--- src/rtl/btn_debounce_ms_pkg.sv ---
// Shared types, default timing constants and counter sizing helper for the
// millisecond-based push-button debouncer.
package btn_debounce_ms_pkg;

  // Button FSM states:
  // ST_IDLE     - button released and stable
  // ST_DEB_DN   - raw level went high, waiting for it to stay high
  // ST_PRESSED  - debounced press, counting hold time towards long-press
  // ST_HELD     - long-press declared, generating auto-repeat pulses
  // ST_DEB_UP   - raw level went low, waiting for it to stay low
  typedef enum logic [2:0] {
    ST_IDLE    = 3'd0,
    ST_DEB_DN  = 3'd1,
    ST_PRESSED = 3'd2,
    ST_HELD    = 3'd3,
    ST_DEB_UP  = 3'd4
  } state_e;

  // Default timing, all in ce1ms ticks (milliseconds)
  localparam int DEF_T_DEB  = 20;
  localparam int DEF_T_LONG = 1000;
  localparam int DEF_T_REP  = 200;

  // Number of bits needed to hold any value in 0..maxVal.
  // Never returns less than one bit so degenerate values still give a legal
  // vector width.
  function automatic int cnt_width(input int maxVal);
    if (maxVal < 2) begin
      return 1;
    end
    return $clog2(maxVal + 1);
  endfunction

endpackage

--- src/rtl/btn_debounce_ms_sync_2ff.sv ---
// Two-flop synchroniser for asynchronous board inputs. Every bit is
// synchronised independently, so only use a width > 1 for unrelated
// single-bit signals (buttons, switches), never for a multi-bit bus value.
module sync_2ff #(
  parameter int WIDTH = 1
) (
  input  logic             clk_i,
  input  logic             rst_i,
  input  logic [WIDTH-1:0] d_i,
  output logic [WIDTH-1:0] q_o
);

  logic [WIDTH-1:0] s0_q;
  logic [WIDTH-1:0] s1_q;

  // First flop may go metastable; second flop gives it a full cycle to settle
  always_ff @(posedge clk_i) begin
    if (rst_i) begin
      s0_q <= '0;
      s1_q <= '0;
    end else begin
      s0_q <= d_i;
      s1_q <= s0_q;
    end
  end

  assign q_o = s1_q;

endmodule

--- src/rtl/btn_debounce_ms.sv ---
// Push-button debouncer timed by a 1 ms clock-enable strobe.
// Produces a clean button level plus single-cycle press, release,
// long-press and auto-repeat pulses. The raw input is synchronised first and
// the FSM only ever looks at the synchronised copy. All timing is counted in
// ce1ms ticks so the block is independent of the system clock frequency.
module btn_debounce_ms
  import btn_debounce_ms_pkg::*;
#(
  parameter int T_DEB  = DEF_T_DEB,
  parameter int T_LONG = DEF_T_LONG,
  parameter int T_REP  = DEF_T_REP
) (
  input  logic clk_i,
  input  logic rst_i,
  input  logic ce1ms_i,
  input  logic btn_in_i,
  output logic btn_lvl_o,
  output logic btn_press_o,
  output logic btn_release_o,
  output logic btn_long_o,
  output logic btn_rep_o
);

  // Each counter only has to reach its terminal value (interval - 1); it is
  // reloaded or the state changes on that tick, so no saturation is needed.
  localparam int DW = cnt_width(T_DEB - 1);
  localparam int HW = cnt_width(T_LONG - 1);
  localparam int RW = cnt_width(T_REP - 1);

  localparam logic [DW-1:0] DEB_LAST  = DW'(T_DEB - 1);
  localparam logic [HW-1:0] LONG_LAST = HW'(T_LONG - 1);
  localparam logic [RW-1:0] REP_LAST  = RW'(T_REP - 1);

  // Synchronised button level; the only view of the pin the FSM gets
  logic btnSync;

  // Architectural state
  state_e        state_q,   state_d;
  logic [DW-1:0] dcnt_q,    dcnt_d;
  logic [HW-1:0] hcnt_q,    hcnt_d;
  logic [RW-1:0] rcnt_q,    rcnt_d;
  logic          held_q,    held_d;

  // Registered outputs
  logic          lvl_q,     lvl_d;
  logic          press_q,   press_d;
  logic          release_q, release_d;
  logic          long_q,    long_d;
  logic          rep_q,     rep_d;

  sync_2ff #(
    .WIDTH (1)
  ) u_sync (
    .clk_i (clk_i),
    .rst_i (rst_i),
    .d_i   (btn_in_i),
    .q_o   (btnSync)
  );

  // Next-state, counter and pulse logic. Pulses default low so each one is
  // exactly one clock wide. A low synchronised level is always checked before
  // the tick strobe so a release or glitch wins over a coincident tick.
  always_comb begin
    state_d   = state_q;
    dcnt_d    = dcnt_q;
    hcnt_d    = hcnt_q;
    rcnt_d    = rcnt_q;
    held_d    = held_q;
    lvl_d     = lvl_q;
    press_d   = 1'b0;
    release_d = 1'b0;
    long_d    = 1'b0;
    rep_d     = 1'b0;

    unique case (state_q)
      ST_IDLE: begin
        if (btnSync) begin
          state_d = ST_DEB_DN;
          dcnt_d  = '0;
        end
      end

      ST_DEB_DN: begin
        if (!btnSync) begin
          state_d = ST_IDLE;
        end else if (ce1ms_i) begin
          if (dcnt_q == DEB_LAST) begin
            state_d = ST_PRESSED;
            lvl_d   = 1'b1;
            press_d = 1'b1;
            hcnt_d  = '0;
            held_d  = 1'b0;
          end else begin
            dcnt_d = dcnt_q + DW'(1);
          end
        end
      end

      ST_PRESSED: begin
        if (!btnSync) begin
          state_d = ST_DEB_UP;
          dcnt_d  = '0;
        end else if (ce1ms_i) begin
          if (hcnt_q == LONG_LAST) begin
            state_d = ST_HELD;
            long_d  = 1'b1;
            rcnt_d  = '0;
            held_d  = 1'b1;
          end else begin
            hcnt_d = hcnt_q + HW'(1);
          end
        end
      end

      ST_HELD: begin
        if (!btnSync) begin
          state_d = ST_DEB_UP;
          dcnt_d  = '0;
        end else if (ce1ms_i) begin
          if (rcnt_q == REP_LAST) begin
            rep_d  = 1'b1;
            rcnt_d = '0;
          end else begin
            rcnt_d = rcnt_q + RW'(1);
          end
        end
      end

      ST_DEB_UP: begin
        // Hold and repeat counters stay frozen here so a bounce on release
        // resumes timing where it left off instead of restarting it.
        if (btnSync) begin
          state_d = held_q ? ST_HELD : ST_PRESSED;
        end else if (ce1ms_i) begin
          if (dcnt_q == DEB_LAST) begin
            state_d   = ST_IDLE;
            lvl_d     = 1'b0;
            release_d = 1'b1;
          end else begin
            dcnt_d = dcnt_q + DW'(1);
          end
        end
      end

      default: begin
        state_d = ST_IDLE;
      end
    endcase
  end

  // State, counters and output registers; reset drops everything silently
  always_ff @(posedge clk_i) begin
    if (rst_i) begin
      state_q   <= ST_IDLE;
      dcnt_q    <= '0;
      hcnt_q    <= '0;
      rcnt_q    <= '0;
      held_q    <= 1'b0;
      lvl_q     <= 1'b0;
      press_q   <= 1'b0;
      release_q <= 1'b0;
      long_q    <= 1'b0;
      rep_q     <= 1'b0;
    end else begin
      state_q   <= state_d;
      dcnt_q    <= dcnt_d;
      hcnt_q    <= hcnt_d;
      rcnt_q    <= rcnt_d;
      held_q    <= held_d;
      lvl_q     <= lvl_d;
      press_q   <= press_d;
      release_q <= release_d;
      long_q    <= long_d;
      rep_q     <= rep_d;
    end
  end

  assign btn_lvl_o     = lvl_q;
  assign btn_press_o   = press_q;
  assign btn_release_o = release_q;
  assign btn_long_o    = long_q;
  assign btn_rep_o     = rep_q;

endmodule

--- config.mk ---
export PLATFORM = sky130hd
export DESIGN_NAME = btn_debounce_ms
export DESIGN_NICKNAME = d
export VERILOG_FILES = /design/src/rtl/btn_debounce_ms_pkg.sv /design/src/rtl/btn_debounce_ms_sync_2ff.sv /design/src/rtl/btn_debounce_ms.sv
export SDC_FILE = /design/constraint.sdc
export NUM_CORES = 1
export LEC_CHECK = 0
export CORE_UTILIZATION = 35
export CTS_CLUSTER_DIAMETER = 40
export DETAILED_ROUTE_END_ITERATION = 8
export GPL_ROUTABILITY_DRIVEN = 1
export RECOVER_POWER = 25
export SYNTH_ARGS = -nofsm -noshare
export SYNTH_HDL_FRONTEND = slang
export SYNTH_HIERARCHICAL = 1
export SYNTH_SLANG_ARGS = --single-unit
--- constraint.sdc ---
create_clock -name clk_i -period 2.5 [get_ports clk_i]
set_input_delay 0.75 -clock clk_i [delete_from_list [all_inputs] [get_ports clk_i]]
set_output_delay 0.75 -clock clk_i [all_outputs]
set_load 0.005 [all_outputs]
# Yosys cells after proc, flatten, opt, wreduce, memory -nomap -nowiden
# Index checks and enable logic that the tools add are counted.
totals:
  out_inout_bits: 5
  regBits: 34
  word_cells: 115
classes:
  mux: 50
  n_reduce_logical: 16
  add_sub_neg: 3
  eq_ne: 28
  n_bitwise: 6
ops:
  columns: ["operator", "n"]
  rows:
  - ["10-bit 2-to-1 mux", 6]
  - ["8-bit 2-to-1 mux", 6]
  - ["3-bit 2-to-1 mux", 11]
  - ["5-bit 2-to-1 mux", 6]
  - ["2-bit inequality test, second input constant", 11]
  - ["7-bit AND reduction", 3]
  - ["10-bit one-hot mux with 2 select lines", 1]
  - ["5-bit one-hot mux with 4 select lines", 1]
  - ["8-bit one-hot mux with 2 select lines", 1]
  - ["1-bit 2-to-1 mux", 15]
  - ["3-bit one-hot mux with 5 select lines", 1]
  - ["3-bit inequality test, second input constant", 4]
  - ["10-bit by 1-bit adder with 10-bit output, second input constant", 1]
  - ["10-bit equality test, second input constant", 1]
  - ["8-bit by 1-bit adder with 8-bit output, second input constant", 1]
  - ["8-bit equality test, second input constant", 1]
  - ["2-bit by 1-bit inequality test with 1-bit output, second input constant", 4]
  - ["8-bit AND reduction", 1]
  - ["4-bit OR reduction", 2]
  - ["3-bit by 2-bit equality test with 1-bit output, second input constant", 2]
  - ["3-bit by 2-bit inequality test with 1-bit output, second input constant", 2]
  - ["1-bit NOT", 6]
  - ["6-bit AND reduction", 1]
  - ["2-bit nonzero test", 3]
  - ["10 further kinds", 12]

# Logic depth before layout (Yosys ltp)
# Gate-level depths: netlist (run 1).
logic_depth:
  word_depth: 5
  depth_mapped: 7
  depth_no_buf: 6

# Hierarchy
# Netlist (run 1), hierarchy kept.
modules_own_cells:
  columns: ["module", "area_per_inst_um2", "cells_per_inst", "seq_area_each_um2", "n_inst"]
  rows:
  - ["btn_debounce_ms", 1793.0, 224, 640.6, 1]
  - ["sync_2ff", 52.6, 4, 40.0, 1]

# Worst setup path before layout (run 1)
# OpenSTA, ideal clock, no wires.
synth_timing:
  path_type: "register -> register"
  start: "register state_q[1]"
  end: "register rcnt_q[4]"
  path_buffers: 1
  setup_slack_ps: 558
  stages_incl_launch_ff: 7
  t_arrival_ps: 1822
  synth_period_minus_slack_ps: 1942
  setup_ps: 120
  path_cell_list: "dfxtp_1 -> or3b_4 -> or4_1 -> buf_2 -> a21oi_4 -> nor2_2 -> a211o_1"
synth_via:
  elab_chain_len: 3
  elab_cells_between_ends: 10
  classes_between: "7 x eq/ne; 1 x mux; 2 x reduce/logical"
synth_rtl:
  columns: ["element", "line_no", "rtl"]
  rows:
  - ["start, declared", "btn_debounce_ms.sv:38", "state_e state_q, state_d;"]
  - ["start signal, assigned", "btn_debounce_ms.sv:165", "state_q <= state_d;"]
  - ["3-bit by 2-bit equality test with 1-bit output", "btn_debounce_ms.sv:75", "unique case (state_q)"]
  - ["2-bit by 1-bit inequality test with 1-bit output (no line), or another cell as far along", null, null]
  - ["6-bit AND reduction (no line)", null, null]
  - ["end signal, assigned", "btn_debounce_ms.sv:168", "rcnt_q <= rcnt_d;"]
  - ["end, declared", "btn_debounce_ms.sv:41", "logic [RW-1:0] rcnt_q, rcnt_d;"]
# Several ways; a longest one is shown, not always the timed one.
# A chain may end at the register's enable or synchronous reset.

# Worst setup path after layout (run 1)
layout_timing:
  start: "register hcnt_q[0]"
  end: "register rcnt_q[7]"
layout_via:
  elab_chain_len: 3
layout_rtl:
  columns: ["element", "line_no", "rtl"]
  rows:
  - ["start, declared", "btn_debounce_ms.sv:40", "logic [HW-1:0] hcnt_q, hcnt_d;"]
  - ["start signal, assigned", "btn_debounce_ms.sv:167", "hcnt_q <= hcnt_d;"]
  - ["10-bit equality test", "btn_debounce_ms.sv:104", "if (hcnt_q == LONG_LAST) begin"]
  - ["2-bit inequality test (no line)", null, null]
  - ["6-bit AND reduction (no line)", null, null]
# No other way between the ends.

==> results of run 1 <==
-- path summary, 6_finish.rpt --
check	slack, ns	depth (start not counted)	endpoint
setup / recovery	0.29	6	rcnt_q[7]
hold / removal	0.44	1	u_sync/q_o
setup reg to reg	0.29	6	rcnt_q[7]
hold reg to reg	0.44	1	u_sync/q_o
-- critical path, cell delays in order, from the launching register on --
cell and delay (ns):
dfxtp_1 0.37, ha_1 0.26, nand4b_1 0.16, or4_1 0.66, a21oi_4 0.25, nor2_2 0.09
a211o_1 0.30
-- per-layer routing --
metal	track usage, %	share of wire (%)	wire, µm	vias up
met4	5.87	0.91	35	0
met3	4.28	2.7	104	4
met1	21.5	51	1950	737
li1	-	-	-	861
met2	24.6	46	1750	15
met5	0	0	0	-
-- layout make-up --
cell class / instances / area share, %
Multi-Input combinational cell: 179 / 51.2
Sequential cell: 34 / 31.5
Timing Repair Buffer: 24 / 8.74
Tap cell: 70 / 4.05
Clock buffer: 5 / 3.18
Inverter: 5 / 0.869
Clock inverter: 2 / 0.463
-- layout by cell type (no fill, tap or decap), drive strengths merged, types with 8 or more instances in the layout --
cell	n
buf	13
o21ai	12
clkbuf	8
nand2	22
a21oi	13
nor2	24
dfxtp	34
nand2b	8
nand3	11
-- power breakdown --
group	internal [mW]	switching, mW
registers	0.548	0.00516
logic	0.0403	0.0516
clock network	0.187	0.198
-- registers in the layout, indices dropped and copies added (netlist names) --
signal,cells
dcnt_q,5
btn_press_o,1
hcnt_q,10
btn_long_o,1
u_sync/q_o,1
btn_lvl_o,1
state_q,3
btn_release_o,1
btn_rep_o,1
u_sync/s0_q,1
rcnt_q,8
held_q,1
-- stage by stage --
stage	util (%)	instance area, µm²	hold WS, ns
final	42.3	2160	0.439
after global routing	42.3	2160	0.473
after detailed placement	41.2	2110	0.427
after global placement	41.2	2110	0.417
after floorplan	-	1850	0.414
after CTS	42.8	2180	0.443
-- logic make-up (layout without fill, tap and decap cells) --
kind of cell	count (synthesis)	in the layout	share of synthesized area (%)
AOI/OAI and AO/OA	55	55	20.3
xor gates and xnor gates	6	6	2.85
adders and majority gates	3	3	2.03
buffers and inverters	15	36	3.19
DFF	34	34	36.9
muxes	5	5	2.78
and+or+nand+nor	110	110	32.0
==> results.md, run 1 <==
- DRC violations left: 0
- GRT Total Usage: about 16%
- GRT overflow: 0
- Initial antenna violation count: 0
- Top cells by area, synth: dfxtp_1, nor2_1, nand2_1, a21oi_1, o21ai_0
- P&R area growth vs syn: 17.1%
- Mapped Area: 1850 µm²
- Cell row count: 26
- Commonest cells in the synthesized netlist: dfxtp_1, nor2_1, nand2_1
- Post-CTS setup buffer count: 0
- Post-synth top area share: 36.9%
- EDFF count, synth: 0
- Actual slew at the worst max-slew pin: between 0.5 and 0.6 ns
- Synth warn: 6
- H-Tree Depth: 2
- Fin worst setup slack: 0.293 ns
- Die area: roughly 5600 µm²
- Die height: 74.6 µm
- Fmax: approximately 450 MHz
- Reg-to-Reg Start: hcnt_q[0]
- CP required: 2.68 ns
- CTS buffer count: 5
- Max-slew headroom: between 60 and 70%
- Clock Sinks: 34
- Critical path class: flip-flop to flip-flop
- Wire per inst: around 12 µm
- CTS tree: done
- Final ANT Viol Nets: 0
- CP Launch Type: flip-flop
- Synth cell types: 48
- Total power: 1.03 mW
- Final WL: 3840 µm
- Gate count of the mapped netlist: 228
- Count leader, synth: dfxtp_1
- CTS Hold Bufs: 0
- Initial core utilization: 36.1%
- Asr flop ratio synth: 0%
- Main synth FF type: dfxtp_1
- Storage element area: approximately 680 µm²
- Worst hold path startpoint: u_sync/s0_q
- Status: finished clean
- # IOs: 9
- Die Wd: ~75 µm
- Clk slew on worst S/H paths: 0.07 ns
- Final setup viols: 0
- Global-route wire length before repair: 6790 µm
- Layout cell share with drive strength beyond 1: 11.2%
- Maximum capacitance violations: 0
- Max FO, Critical Path: 6
- # port buffers: 8
- Later-pin clock latency in the skew report: roughly 0.28 ns
- Non-Filler Instances: around 320
- Filler Cells Inserted: around 540
- CP Launch Point: hcnt_q[0]
- RSZ-0062 raised after global routing: no
- Sequential area share after synthesis: 36.9%
- Yosys top cell by area: dfxtp_1
- Arr. time, crit path: 2.38 ns
- Vias in the first global route: 1487
- Layout net count: 256
- Pre-CTS setup slack: 0.0455 ns
- N_diodes: 0
- Max Slew Vio Count: 0
- Worst Hold Class: flip-flop to flip-flop
- Syn Area/Cell: 8.09 µm²
- Final hold vios: 0
- Largest net degree at the start of global routing: 16
- Yosys reg bits: 34
- CP endpoint kind: flip-flop
- CTS Buffer Depth: 2
- Setup TNS: 0 ns
- Tcrit/Tclk final: 88.3%
- Dpl cells: 312
- Post-DR vias/cell: 5.07
- PD cells: about 480 nW/µm²
- DR pass1 iterations: 4
- VDD IR max: approximately 0.22 mV
- HPWL Detailed: 2810 µm
- Clock skew: between 0.006 and 0.007 ns
- Root buffer cell: clkbuf_8
- LEAKAGE: 0.785 nW
- CORE AREA: 5110 µm²
- Min Tclk post-route: 2.21 ns
- DR iter-0 viols: 91
- Post_cts resized: 0
- Via Count: 1617
- Placer Congestion: 0.878
- Net count after synthesis: ~240
- Multi-input gate area: 1110 µm²
Power figures use the tool's default switching activity.
==> run 2, diff against run 1 <==
- ABC_AREA: not set -> 1
- GPL_TIMING_DRIVEN: not set -> 1
- SYNTH_HIERARCHICAL: 1 -> not set
==> results.md, run 2 <==
- Die Wd: 76.4 µm
- Root buffer cell: clkbuf_8
- Synth cell types: 28
- PD cells: between 600 and 700 nW/µm²
- Status: finished clean
- # port buffers: 8
- Yosys reg bits: 34
- Count leader, synth: nand2_1
- Post-synthesis mux area share: 0%
- Asr flop ratio synth: 0%
- Post_cts resized: 0
- H-Tree Depth: 2
- Mapped Area: 1940 µm²
- Later-pin clock latency in the skew report: 0.29 ns
- Net count after synthesis: 314
- CTS Hold Bufs: 0
- Clock Sinks: 34
- Arr. time, crit path: roughly 2.2 ns
- Clock skew: 0.00804 ns
- Main combinational cell family by area after synthesis: simple AND/OR/NAND/NOR gates
- Max-slew headroom: 71.9%
- Final hold vios: 0
- DR iter-0 viols: around 110
- Reg with most FFs: hcnt_q
- Yosys top cell by area: dfxtp_1
- Clock Power Share: 27.1%
- Die area: ~6000 µm²
- Placer Congestion: roughly 0.79
- CP endpoint kind: flip-flop
- Largest net degree at the start of global routing: 14
- Final WL: 4140 µm
- GRT overflow: 0
- Worst hold path startpoint: u_sync.s0_q
- Global-route wire length before repair: ~7400 µm
- GRT Total Usage: about 16%
- Synth warn: 0
- Most frequent cells in the layout: nand2_1, nor2_1, inv_1
- Actual slew at the worst max-slew pin: roughly 0.42 ns
- Syn Area/Cell: around 6.3 µm²
- Reg-to-Reg Start: hcnt_q[0]
- Sw Pwr: 0.573 mW
- Initial antenna violation count: 0
- CP Launch Point: ce1ms_i
- CORE AREA: 5200 µm²
- Max Slew Vio Count: 0
- Sequential area share after synthesis: a little over a third
- Post-DR vias/cell: between 4 and 5
- Post-CTS setup buffer count: 0
- Number of flip-flops in the largest register: 10
- Die height: 76.4 µm
- HPWL Detailed: around 3000 µm
- Min Tclk post-route: 2.04 ns
- Top cells by area, synth: dfxtp_1, nand2_1, nor2_1, inv_1, a21oi_1
- Post-synth top area share: 35.2%
- Max FO, Critical Path: 10
- Internal power: 0.893 mW
- CTS tree: done
- Critical path class: input pin to flip-flop
- Reg power frac: a little over 40%
- Maximum capacitance violations: 0
- CP required: 2.69 ns
- CTS Buffer Depth: 2
- Filler Cells Inserted: 567
- RSZ-0062 raised after global routing: no
- EDFF count, synth: 0
- Total power: 1.47 mW
- Main synth FF type: dfxtp_1
- Cell row count: 26
- Final ANT Viol Nets: 0
- Largest registers: hcnt_q: 10 flops, rcnt_q: 8 flops, dcnt_q: 5 flops
- Layout net count: approximately 330
- Complex-gate fraction of the synthesized area: around a tenth
- Tcrit/Tclk final: approximately four fifths
- DRC violations left: 0
- Layout cell share with drive strength beyond 1: 5.96%
- VDD IR max: 0.377 mV
- Initial core utilization: 37.2%
- Via Count: 1846
- Most common cell after layout, fill and taps aside: nand2_1
- DR pass1 iterations: 4
- Wire per inst: between 10 and 15 µm
- Synth Area in Adders: 1.94%
- LEAKAGE: 0.897 nW
- Comb power frac: 31.7%
- Fmax: 491 MHz
- Sw Share: 39.1%
- Vias in the first global route: 1681
- P&R area growth vs syn: 12.2%
- Clk slew on worst S/H paths: approximately 0.07 ns
- XOR/XNOR share of the synthesized area: 3.62%
- # IOs: 9
- Worst Hold Class: flip-flop to flip-flop
- Setup TNS: 0 ns
- Gate count of the mapped netlist: 307
- CP Launch Type: input pin
- Simple-gate share of the synthesized area: 40.5%
- N_diodes: 0
- Commonest cells in the synthesized netlist: nand2_1, nor2_1, inv_1
- Final setup viols: 0
- CTS buffer count: 5
## run 2: changes by cell type after synthesis, moves of 7 or more
cell / delta
a21oi_1: +8
nand2b_1: -8
inv_1: +30
nor2_1: +30
nand3_1: +7
nand2_1: +59
## run 2: power groups by stage
stage / sequential, mW / clock (mW) / combinational (mW)
after floorplan: 0.607 / 0 / 0.375
final: 0.604 / 0.397 / 0.465
after CTS: 0.604 / 0.407 / 0.466
after detailed placement: 0.616 / 0 / 0.463
after global placement: 0.617 / 0 / 0.464
after global routing: 0.610 / 0.431 / 0.536
## run 2: critical path: stages
cell and delay [ns]:
clkdlybuf4s50_1 0.53, nand2_1 0.14, nand2_1 0.11, nand3_1 0.12
nor2_4 0.19, nand2_4 0.13, clkinv_2 0.10, nand2_1 0.05
nand2_1 0.06, nor2_1 0.04
## run 2: per-layer routing
| layer | up-vias | share of wire, % | GRT usage [%] |
|---|---|---|---|
| met2 | 32 | 44 | 25.2 |
| met3 | 8 | 3.5 | 3.95 |
| met5 | - | 0 | 0 |
| met4 | 0 | 1.6 | 6.35 |
| li1 | 996 | - | - |
| met1 | 810 | 51 | 20.1 |
## run 2: worst paths after layout
check / end / slack, ns / depth (start not counted)
hold reg to reg: u_sync.q_o / 0.41 / 2
setup reg to reg: rcnt_q[5] / 0.50 / 11
hold / removal: u_sync.q_o / 0.41 / 2
setup / recovery: hcnt_q[8] / 0.46 / 10
## run 2: through the flow
step           worst slack, ns  utilization [%]  instance area (µm²)  hold slack (ns)  cells
2_1_floorplan            0.912                -                 1940            0.388    307
3_3_place_gp             0.204             40.3                 2100            0.398    382
3_5_place_dp             0.173             40.3                 2100            0.400    382
4_1_cts                  0.473             41.8                 2180            0.412    389
5_1_grt                  0.207             41.7                 2170            0.431    389
6_report                 0.465             41.7                 2170            0.409    389
## run 2: cells by family (layout without fill, tap and decap cells)
logic type	Yosys count	after routing
DFF	34	34
xor gates and xnor gates	8	8
and+or+nand+nor	181	181
buffers and inverters	45	57
AOI/OAI and AO/OA	36	36
adders and majority gates	3	3
## run 2: area by class of cell
cell class                 count  area, µm²  share of cell area, %
multi-input combinational    228       1080                   49.7
clock inverter                 1       7.51                  0.346
inverter                      40        151                   6.97
sequential                    34        681                   31.4
timing repair buffer          10       91.3                   4.21
clock buffer                   6       72.6                   3.34
tap                           70       87.6                   4.03
